`src/rtl/oled_spi_sink.sv`:
```
// rtl/oled_spi_sink.sv - SPI sink that decodes an OLED panel command/pixel byte stream
//
// Purpose: receives the SPI byte stream a host sends to an SSD1331-style OLED
// panel, splits it into command opcodes/parameters and pixel data, tracks the
// column/row window and write pointers, and reports each command byte and each
// completed pixel as a one-clk pulse in the clk domain.
//
// Ports:
//   clk          system clock, at least 4x oled_clk
//   resetn       asynchronous active-low reset
//   oled_csn     SPI chip select, active low (asynchronous to clk)
//   oled_clk     SPI clock, data sampled on its rising edge (asynchronous to clk)
//   oled_mosi    SPI data, MSB first
//   oled_dc      0 = command/parameter byte, 1 = pixel data byte
//   oled_resn    panel reset, active low, acts as a soft reset
//   cmd_valid    one-clk pulse per completed command-mode byte
//   cmd_byte     last command-mode byte
//   cmd_is_param 1 when cmd_byte is a parameter, 0 when it is an opcode
//   pix_valid    one-clk pulse per completed pixel
//   x, y         pixel column/row, valid with pix_valid
//   color        pixel value, first data byte in the MSBs

module oled_spi_sink #(
  parameter int C_color_bits = 8,
  parameter int C_x_size     = 96,
  parameter int C_y_size     = 64
) (
  input  logic                    clk,
  input  logic                    resetn,
  input  logic                    oled_csn,
  input  logic                    oled_clk,
  input  logic                    oled_mosi,
  input  logic                    oled_dc,
  input  logic                    oled_resn,
  output logic                    cmd_valid,
  output logic [7:0]              cmd_byte,
  output logic                    cmd_is_param,
  output logic                    pix_valid,
  output logic [6:0]              x,
  output logic [5:0]              y,
  output logic [C_color_bits-1:0] color
);

  localparam logic [6:0] C_X_MAX = 7'(C_x_size - 1);
  localparam logic [5:0] C_Y_MAX = 6'(C_y_size - 1);
  localparam bit         C_WIDE  = (C_color_bits == 16);

  typedef enum logic {S_IDLE, S_PARAM} state_t;

  // ---------------------------------------------------------------------------
  // Input synchronisers. Chip select and panel reset idle high so that a
  // released resetn does not look like an active transfer or a soft reset.
  // These are never touched by the soft reset, otherwise oled_resn would clear
  // its own synchroniser.
  // ---------------------------------------------------------------------------
  logic [1:0] r_csn_s, r_clk_s, r_mosi_s, r_dc_s, r_resn_s;
  logic       r_clk_prev;

  always_ff @(posedge clk or negedge resetn) begin
    if (!resetn) begin
      r_csn_s    <= 2'b11;
      r_clk_s    <= 2'b00;
      r_mosi_s   <= 2'b00;
      r_dc_s     <= 2'b00;
      r_resn_s   <= 2'b11;
      r_clk_prev <= 1'b0;
    end else begin
      r_csn_s    <= {r_csn_s[0], oled_csn};
      r_clk_s    <= {r_clk_s[0], oled_clk};
      r_mosi_s   <= {r_mosi_s[0], oled_mosi};
      r_dc_s     <= {r_dc_s[0], oled_dc};
      r_resn_s   <= {r_resn_s[0], oled_resn};
      r_clk_prev <= r_clk_s[1];
    end
  end

  logic w_csn, w_rise, w_soft_rst, w_dc;
  assign w_csn      = r_csn_s[1];
  assign w_rise     = r_clk_s[1] & ~r_clk_prev;
  assign w_soft_rst = ~r_resn_s[1];
  assign w_dc       = r_dc_s[1];

  // ---------------------------------------------------------------------------
  // Bit assembler. The 8th bit is not stored: the byte is presented
  // combinationally in the same clk as its edge so the decoded pulse appears
  // exactly one clk later.
  // ---------------------------------------------------------------------------
  logic [2:0] r_bit_cnt;
  logic [6:0] r_shift;

  always_ff @(posedge clk or negedge resetn) begin
    if (!resetn) begin
      r_bit_cnt <= 3'd0;
      r_shift   <= 7'd0;
    end else if (w_soft_rst) begin
      r_bit_cnt <= 3'd0;
      r_shift   <= 7'd0;
    end else if (w_csn) begin
      r_bit_cnt <= 3'd0;
    end else if (w_rise) begin
      r_shift   <= {r_shift[5:0], r_mosi_s[1]};
      r_bit_cnt <= r_bit_cnt + 3'd1;
    end
  end

  logic       w_byte_stb;
  logic [7:0] w_byte;
  assign w_byte_stb = w_rise & ~w_csn & (r_bit_cnt == 3'd7);
  assign w_byte     = {r_shift, r_mosi_s[1]};

  // ---------------------------------------------------------------------------
  // Command parser: state register / next-state / outputs
  // ---------------------------------------------------------------------------
  function automatic logic [3:0] f_param_count(input logic [7:0] op);
    case (op)
      8'h15, 8'h75:                                 f_param_count = 4'd2;
      8'h81, 8'h82, 8'h83, 8'h87, 8'h8A, 8'h8B,
      8'h8C, 8'hA0, 8'hA1, 8'hA2, 8'hA8, 8'hAD,
      8'hB1, 8'hB3, 8'hBB, 8'hBE, 8'h26:            f_param_count = 4'd1;
      8'h21:                                        f_param_count = 4'd7;
      8'h22:                                        f_param_count = 4'd10;
      8'h23:                                        f_param_count = 4'd6;
      8'h24, 8'h25:                                 f_param_count = 4'd4;
      8'h27:                                        f_param_count = 4'd5;
      default:                                      f_param_count = 4'd0;
    endcase
  endfunction

  state_t     r_state, w_state_nxt;
  logic [3:0] r_n, w_n_nxt, w_pcnt;
  logic [7:0] r_op, w_op_nxt;

  assign w_pcnt = f_param_count(w_byte);

  always_ff @(posedge clk or negedge resetn) begin
    if (!resetn) begin
      r_state <= S_IDLE;
      r_n     <= 4'd0;
      r_op    <= 8'd0;
    end else if (w_soft_rst) begin
      r_state <= S_IDLE;
      r_n     <= 4'd0;
      r_op    <= 8'd0;
    end else begin
      r_state <= w_state_nxt;
      r_n     <= w_n_nxt;
      r_op    <= w_op_nxt;
    end
  end

  always_comb begin
    w_state_nxt = r_state;
    w_n_nxt     = r_n;
    w_op_nxt    = r_op;
    if (w_byte_stb) begin
      if (w_dc) begin
        // pixel data always ends any pending command
        w_state_nxt = S_IDLE;
        w_n_nxt     = 4'd0;
      end else if (r_state == S_IDLE) begin
        w_op_nxt    = w_byte;
        w_n_nxt     = w_pcnt;
        w_state_nxt = (w_pcnt != 4'd0) ? S_PARAM : S_IDLE;
      end else begin
        w_n_nxt     = r_n - 4'd1;
        w_state_nxt = (r_n == 4'd1) ? S_IDLE : S_PARAM;
      end
    end
  end

  logic w_cmd_stb, w_data_stb, w_is_param, w_win_cmd;
  logic w_col_s_we, w_col_e_we, w_row_s_we, w_row_e_we;

  always_comb begin
    w_cmd_stb  = w_byte_stb & ~w_dc;
    w_data_stb = w_byte_stb & w_dc;
    w_is_param = (r_state == S_PARAM);
    w_win_cmd  = w_cmd_stb & w_is_param;
    // r_n counts down, so 2 marks the first parameter and 1 the last
    w_col_s_we = w_win_cmd & (r_op == 8'h15) & (r_n == 4'd2);
    w_col_e_we = w_win_cmd & (r_op == 8'h15) & (r_n == 4'd1);
    w_row_s_we = w_win_cmd & (r_op == 8'h75) & (r_n == 4'd2);
    w_row_e_we = w_win_cmd & (r_op == 8'h75) & (r_n == 4'd1);
  end

  // ---------------------------------------------------------------------------
  // Pixel byte phase (only toggles in 16-bit mode)
  // ---------------------------------------------------------------------------
  logic r_phase, w_pix_done;
  assign w_pix_done = w_data_stb & (C_WIDE ? r_phase : 1'b1);

  always_ff @(posedge clk or negedge resetn) begin
    if (!resetn) begin
      r_phase <= 1'b0;
    end else if (w_soft_rst || w_cmd_stb) begin
      r_phase <= 1'b0;
    end else if (w_data_stb && C_WIDE) begin
      r_phase <= ~r_phase;
    end
  end

  // ---------------------------------------------------------------------------
  // Window and write pointers
  // ---------------------------------------------------------------------------
  logic [6:0] r_col_start, r_col_end, r_col, w_col_nxt;
  logic [5:0] r_row_start, r_row_end, r_row, w_row_nxt, w_row_step;
  logic       w_col_at_end;

  always_comb begin
    w_col_at_end = (r_col == r_col_end);
    // an inverted window (start > end) walks to the panel edge, then wraps
    if (w_col_at_end || r_col == C_X_MAX) w_col_nxt = r_col_start;
    else                                  w_col_nxt = r_col + 7'd1;
    if (r_row == r_row_end || r_row == C_Y_MAX) w_row_step = r_row_start;
    else                                        w_row_step = r_row + 6'd1;
    w_row_nxt = w_col_at_end ? w_row_step : r_row;
  end

  always_ff @(posedge clk or negedge resetn) begin
    if (!resetn) begin
      r_col_start <= 7'd0;
      r_col_end   <= C_X_MAX;
      r_row_start <= 6'd0;
      r_row_end   <= C_Y_MAX;
      r_col       <= 7'd0;
      r_row       <= 6'd0;
    end else if (w_soft_rst) begin
      r_col_start <= 7'd0;
      r_col_end   <= C_X_MAX;
      r_row_start <= 6'd0;
      r_row_end   <= C_Y_MAX;
      r_col       <= 7'd0;
      r_row       <= 6'd0;
    end else begin
      if (w_col_s_we) r_col_start <= w_byte[6:0];
      if (w_col_e_we) begin
        r_col_end <= w_byte[6:0];
        r_col     <= r_col_start;
      end
      if (w_row_s_we) r_row_start <= w_byte[5:0];
      if (w_row_e_we) begin
        r_row_end <= w_byte[5:0];
        r_row     <= r_row_start;
      end
      // a command byte and a pixel completion never share a clk
      if (w_pix_done) begin
        r_col <= w_col_nxt;
        r_row <= w_row_nxt;
      end
    end
  end

  // ---------------------------------------------------------------------------
  // Output registers
  // ---------------------------------------------------------------------------
  always_ff @(posedge clk or negedge resetn) begin
    if (!resetn) begin
      cmd_valid    <= 1'b0;
      cmd_byte     <= 8'd0;
      cmd_is_param <= 1'b0;
      pix_valid    <= 1'b0;
      x            <= 7'd0;
      y            <= 6'd0;
    end else if (w_soft_rst) begin
      cmd_valid    <= 1'b0;
      cmd_byte     <= 8'd0;
      cmd_is_param <= 1'b0;
      pix_valid    <= 1'b0;
      x            <= 7'd0;
      y            <= 6'd0;
    end else begin
      cmd_valid <= w_cmd_stb;
      pix_valid <= w_pix_done;
      if (w_cmd_stb) begin
        cmd_byte     <= w_byte;
        cmd_is_param <= w_is_param;
      end
      if (w_pix_done) begin
        x <= r_col;
        y <= r_row;
      end
    end
  end

  generate
    if (C_WIDE) begin : g_color16
      logic [7:0] r_hi;
      always_ff @(posedge clk or negedge resetn) begin
        if (!resetn) begin
          r_hi  <= 8'd0;
          color <= '0;
        end else if (w_soft_rst) begin
          r_hi  <= 8'd0;
          color <= '0;
        end else begin
          if (w_data_stb && !r_phase) r_hi <= w_byte;
          if (w_pix_done) color <= {r_hi, w_byte};
        end
      end
    end else begin : g_color8
      always_ff @(posedge clk or negedge resetn) begin
        if (!resetn) begin
          color <= '0;
        end else if (w_soft_rst) begin
          color <= '0;
        end else if (w_pix_done) begin
          color <= w_byte;
        end
      end
    end
  endgenerate

endmodule

```
`config.mk`:
```
export PLATFORM = sky130hd
export DESIGN_NAME = oled_spi_sink
export DESIGN_NICKNAME = d
export VERILOG_FILES = /design/src/rtl/oled_spi_sink.sv
export SDC_FILE = /design/constraint.sdc
export NUM_CORES = 1
export LEC_CHECK = 0
export CAP_MARGIN = 10
export CORE_ASPECT_RATIO = 1.25
export CORE_MARGIN = 2
export CORE_UTILIZATION = 57
export DETAILED_ROUTE_END_ITERATION = 12
export PLACE_DENSITY = 0.78
export SLEW_MARGIN = 15
export SYNTH_ARGS = -nofsm -noshare
export SYNTH_HDL_FRONTEND = slang
export SYNTH_SLANG_ARGS = --single-unit
```
`constraint.sdc`:
```
create_clock -name clk -period 4 [get_ports clk]
set_input_delay 0.8 -clock clk [delete_from_list [all_inputs] [get_ports clk]]
set_output_delay 0.8 -clock clk [all_outputs]
set_load 0.05 [all_outputs]
```
* Word level (Yosys, flattened, before mapping)
Cells that the tools add are included.
** Operators by class
- Bitwise gates (word level) :: 15
- Muxes and demuxes :: 50
- Div/mod/pow operators :: 0
- Multiply operators :: 0
- Magnitude comparators :: 0
- Shift operators :: 0
- $add $sub $neg :: 4
- Eq/ne operators :: 49
- Reductions and logical operators :: 9
** Operators with widths (number)
- $eq 8x8->1 const B :: 16
- $mux 7 :: 13
- $mux 6 :: 11
- $mux 8 :: 8
- $eq 8x6->1 const B :: 7
- $pmux 4 s7 :: 1
- $reduce_or 17->1 :: 1
- $eq 8x5->1 const B :: 2
- $eq 8x7->1 const B :: 2
- $mux 4 :: 4
- $ne 2x1->1 const B :: 8
- $and 1x1->1 :: 12
- $mux 1 :: 10
- $mux 3 :: 3
- $add 7x1->7 const B :: 1
- $eq 7x7->1 :: 1
- $eq 7x7->1 const B :: 1
- $add 6x1->6 const B :: 1
- $eq 6x6->1 :: 1
- $eq 6x6->1 const B :: 1
- $ne 2x2->1 const B :: 3
- $ne 3x1->1 const B :: 2
- $ne 3x2->1 const B :: 2
- $eq 4x1->1 const B :: 1
- other kinds (10) :: 15
** Storage, ports and cells
- Memories :: 0
- Bits in latches :: 0
- Bits in read-only memories :: 0
- Bits in writable memories :: 0
- Flip-flop bits (word level) :: 105
- Logic and storage cells :: 151

* Depth between registers and ports, before layout
- Depth in word-level cells :: 11
- Gate-level depth with buffers :: 9

* Least setup slack after synthesis
OpenSTA, ideal clock, no wires.
- Kind :: flip-flop to flip-flop
- Start :: register r_bit_cnt[0]
- End :: register r_row[3]
- Library setup time :: 0.137 ns
- Data required time :: 3.863 ns
- Slack :: 2.183 ns
- Arrival :: 1.679 ns
- Period minus slack after synthesis :: 1.817 ns
- Stages on the path, launching flop included :: 9
- Buffers on the path :: 1
- Path through :: dfrtp_1 > ha_1 > ha_1 > and4bb_2 > nand4_1 > or2_1 > buf_4 > a22oi_2 > o32ai_2
** Between the ends
- Longest elaborated chain between the ends :: 8
** RTL lines
- start: declaration :: RTL line 88 : logic [2:0] r_bit_cnt;
- start signal: assignment :: RTL line 102 : r_bit_cnt <= r_bit_cnt + 3'd1;
- $eq 3x3->1 (*) :: RTL line 108 : assign w_byte_stb = w_rise & ~w_csn & (r_bit_cnt == 3'd7);
- $and 1x1->1 (*) :: RTL line 108
- $and 1x1->1 :: RTL line 175 : w_cmd_stb = w_byte_stb & ~w_dc;
- $and 1x1->1 :: RTL line 178 : w_win_cmd = w_cmd_stb & w_is_param;
- $and 1x1->1 (2 in a row) :: RTL line 183 : w_row_e_we = w_win_cmd & (r_op == 8'h75) & (r_n == 4'd1);
- $ne 3x1->1 (no source line)
- $reduce_and 2->1 (no source line)
- end signal: assignment :: RTL line 243 : r_row <= r_row_start;
- end signal: assignment :: RTL line 248 : r_row <= w_row_nxt;
- end: declaration :: RTL line 206 : logic [5:0] r_row_start, r_row_end, r_row, w_row_nxt, w_row_step;
Mark *: on every way between the ends. The rest lies on a longest branch, timed or not.
A chain may end at the register's enable or synchronous reset.

* Worst setup path after layout
- Start :: register r_bit_cnt[0]
- End :: register r_col[3]
** Between the ends
- Longest elaborated chain between the ends :: 7
** RTL lines
- $eq 3x3->1 (*) :: RTL line 108
- $and 1x1->1 (*) :: RTL line 108
- $and 1x1->1 :: RTL line 175
- $and 1x1->1 :: RTL line 178
- $and 1x1->1 (2 in a row) :: RTL line 181 : w_col_e_we = w_win_cmd & (r_op == 8'h15) & (r_n == 4'd1);
- $ne 3x1->1 (no source line)
- end signal: assignment :: RTL line 238 : r_col <= r_col_start;
- end signal: assignment :: RTL line 247 : r_col <= w_col_nxt;
- end: declaration :: RTL line 205 : logic [6:0] r_col_start, r_col_end, r_col, w_col_nxt;
Marks and branches as above.

==> results.cfg <==
[yosys]
yosys.area_share.xor_xnor_pct = 3.33
yosys_warnings = 0
ys_types = 69
ys_seq_area_share_pct = 50.4
synth_compound_area_share_pct = 13.3
syn_area_um2 = 5260
yosys.area_share.simple_pct = 20.2
ys.flop_type = dfrtp_1
synth_mux_area_share_pct = 6.85
synthArstFlopShare_pct = 100
synth_seq_cells = 105
synth_top_family_by_area = simple AND/OR/NAND/NOR gates
synth_area_leaders = dfrtp_1, dfstp_2, nand2_1
syn-num-nets = 549
syn_area_per_cell_um2 = 9.83
synthAdderAreaFrac_pct = 1.67
synth_edf_count = 0
synth_cells = 535
synth_top_area_share_pct = 42.4
yosysTopAreaCell = dfrtp_1

[placement]
dpl.hpwl_um = 7570
port_buffers = 38
gp_congestion = 0.891
placed_cells = 660
place_ws_ns = 1.61

[sta]
rsz0062_at_grt = no
finalWorstSetupSlack_ns = 1.56
slew_headroom_pct = 49.3
drv_slew = 0
fin_crit_sh_pct = 61.0
fin_setup_tns_ns = 0
fin_skew_ns = 0.00762
worstMarginPinSlew_ns = 0.761
setup_viol = 0
hold_viol_final = 0
fmax_mhz = 410
finalCriticalPeriod_ns = 2.44

[clock_tree]
cts_root_buffer = clkbuf_16
cts_tree = built
ctsHoldBuffers = 0
clkTransAtPathRegs_ns = 0.07
clockBufferDepth = 2
htree_levels = 3
cts.sinks = 105
clock_latency_ns = 0.35
cts_setup_buffers = 0
cts_buffers = 9
cts_resized = 0

[power]
power_mw = 2.03
power_density_nw_per_um2 = 343
ir_drop_uv = 250
leakagePower_nw = 2.54

[final_layout]
nets = 562
layout-drive-gt1-share_pct = 11.0
instances_no_fill = 676
fin_util_pct = 65.4
fillCellCount = 746
multi_input_area_um2 = 2390
final-seq-area_um2 = 2650
n_antenna_cell = 0
area_growth_pct = 12.9

[hold_path]
min_delay_path_depth = 0
hp-class = reg2reg

[floorplanning]
boundaryPins = 39
dieHeight_um = 111
start_util_pct = 57.9
die_w_um = 89.9
num_rows = 39
coreArea_um2 = 9080
dieArea_um2 = 10000

[worst_setup_path]
cp_data_arrival_time_ns = 2.67
crit_family = compound AO/OA/AOI/OAI gates
path_buf_inv = 0
required_ns = 4.23
crit_chain = ha_1, ha_1, and4bb_2, nand2_2, o21ai_1, a21boi_1, o22ai_1
cp_slowest_cell = o21ai_1
start_kind = register
rr_worst_depth = 7
crit_top_cell = ha_1
path_max_fanout = 28
critPathKind = reg2reg
slowest_delay_ns = 0.52
endpoint_kind = register
cp.depth = 7

[grt]
grt_pass1_vias = 3782
grt_max_degree = 57
overflow = 0
track_usage_pct = 23.7
antenna_found_initial = 0
grt_pass1_wl_um = 19000

[routing]
routed_wl_um = 11200
dr.pass1.iters = 4
drc = 0
drt_iter0_markers = 197
wl_met3_um = 528
num_vias = 3903
avgViaCountPerCell = 5.77
wl_met2_um = 5750
drtAntennaViolNets = 0
wl_met1_um = 4710
drt-wirelength-per-cell_um = 16.5
highest_layer = met4

[job]
cap_violations = 0

[run_status]
status = completed
==> kinds of logic (layout without fill, tap and decap cells) <==
kind of cell / Yosys count / in the layout
AO/OA/AOI/OAI: 105 / 105
XOR/XNOR: 20 / 20
adder cells (fa/ha/maj): 7 / 7
buffers and inverters: 49 / 67
flip-flops: 105 / 105
multiplexers: 36 / 36
AND/OR/NAND/NOR: 213 / 213
==> synth_stat cells (2+ instances only) <==
cell,count
nor4bb_1,3
nand2_2,2
or3_1,2
nand2_1,100
a31oi_1,4
a22oi_2,2
o32ai_2,2
o32ai_1,2
xnor2_1,5
o21ai_0,15
nor3b_1,4
buf_1,4
nand3b_1,2
nor2_1,41
xor2_1,15
ha_1,7
nand4_4,2
mux2i_1,36
o31ai_1,3
a21oi_1,51
dfstp_2,16
nor2b_1,7
nor2_2,2
nand3_1,15
buf_6,4
inv_1,9
nand4_1,2
nand2b_1,8
nor4_4,2
buf_2,4
dfrtp_1,89
nor3_1,5
and2_1,4
a22oi_1,4
clkbuf_1,27
and3_1,2
==> stage by stage <==
step                area (um^2)  hold WS [ns]
floorplan                  5260         0.331
global placement           5630         0.332
detailed placement         5630         0.336
CTS                        5940         0.351
global route               5940         0.357
finish                     5940         0.352
==> registers in the layout, summed over array words and instances, names as in the netlist, 2 cells and up <==
signal	cells
r_row	6
r_op	8
r_dc_s	2
color	8
r_col_start	7
r_bit_cnt	3
r_n	4
r_resn_s	2
r_csn_s	2
r_col	7
r_mosi_s	2
r_clk_s	2
r_col_end	7
cmd_byte	8
r_shift	7
r_row_start	6
r_row_end	6
y	6
x	7
==> layout make-up <==
cell class	count	area share [%]
Sequential cell	105	44.6
Multi-Input combinational cell	381	40.2
Timing Repair Buffer	42	6.87
Clock buffer	12	4.32
Tap cell	123	2.59
Clock inverter	4	0.864
Inverter	9	0.569
==> worst reg2reg max path, cell delays in order, from the launching register on <==
cell and delay [ns]:
dfrtp_1 0.36, ha_1 0.15, ha_1 0.13, and4bb_2 0.43, nand2_2 0.37, o21ai_1 0.52
a21boi_1 0.25, o22ai_1 0.10
==> final timing paths <==
check,from,endpoint,slack [ns]
worst min-delay path,r_mosi_s[0],r_mosi_s[1],0.35
max in group asynchronous,resetn,r_row_end[0],2.65
worst max-delay path,r_bit_cnt[0],r_col[3],1.56
worst min register to register,r_mosi_s[0],r_mosi_s[1],0.35
worst max register to register,r_bit_cnt[0],r_col[3],1.56
min in group asynchronous,resetn,x[1],0.50
==> metal layers <==
metal,GRT usage [%],vias to the layer above
li1,-,1858
met1,30.5,1921
met2,40.8,106
met3,3.92,18
met4,8.72,0
met5,0,-
==> power breakdown <==
group	switching (mW)	total (mW)	internal [mW]
Clock	0.379	0.900	0.521
Combinational	0.0376	0.0502	0.0126
Sequential	0.0148	1.08	1.07
==> layout by cell type (no fill, tap or decap), types with 3 or more instances in the layout <==
cell type	netlist	final
nand2_1	100	100
dfrtp_1	89	89
a21oi_1	51	51
nor2_1	41	41
clkdlybuf4s50_1	0	37
mux2i_1	36	36
dfstp_2	16	16
nand3_1	15	15
xor2_1	15	15
o21ai_0	15	15
clkbuf_16	0	9
inv_1	9	8
nand2b_1	8	8
nor2b_1	7	7
ha_1	7	7
xnor2_1	5	5
nor3_1	5	5
buf_4	1	5
and2_1	4	4
nor3b_1	4	4
a22oi_1	4	4
a31oi_1	4	4
nor4bb_1	3	3
o31ai_1	3	3
No activity file was read; power rests on OpenSTA's default activity.
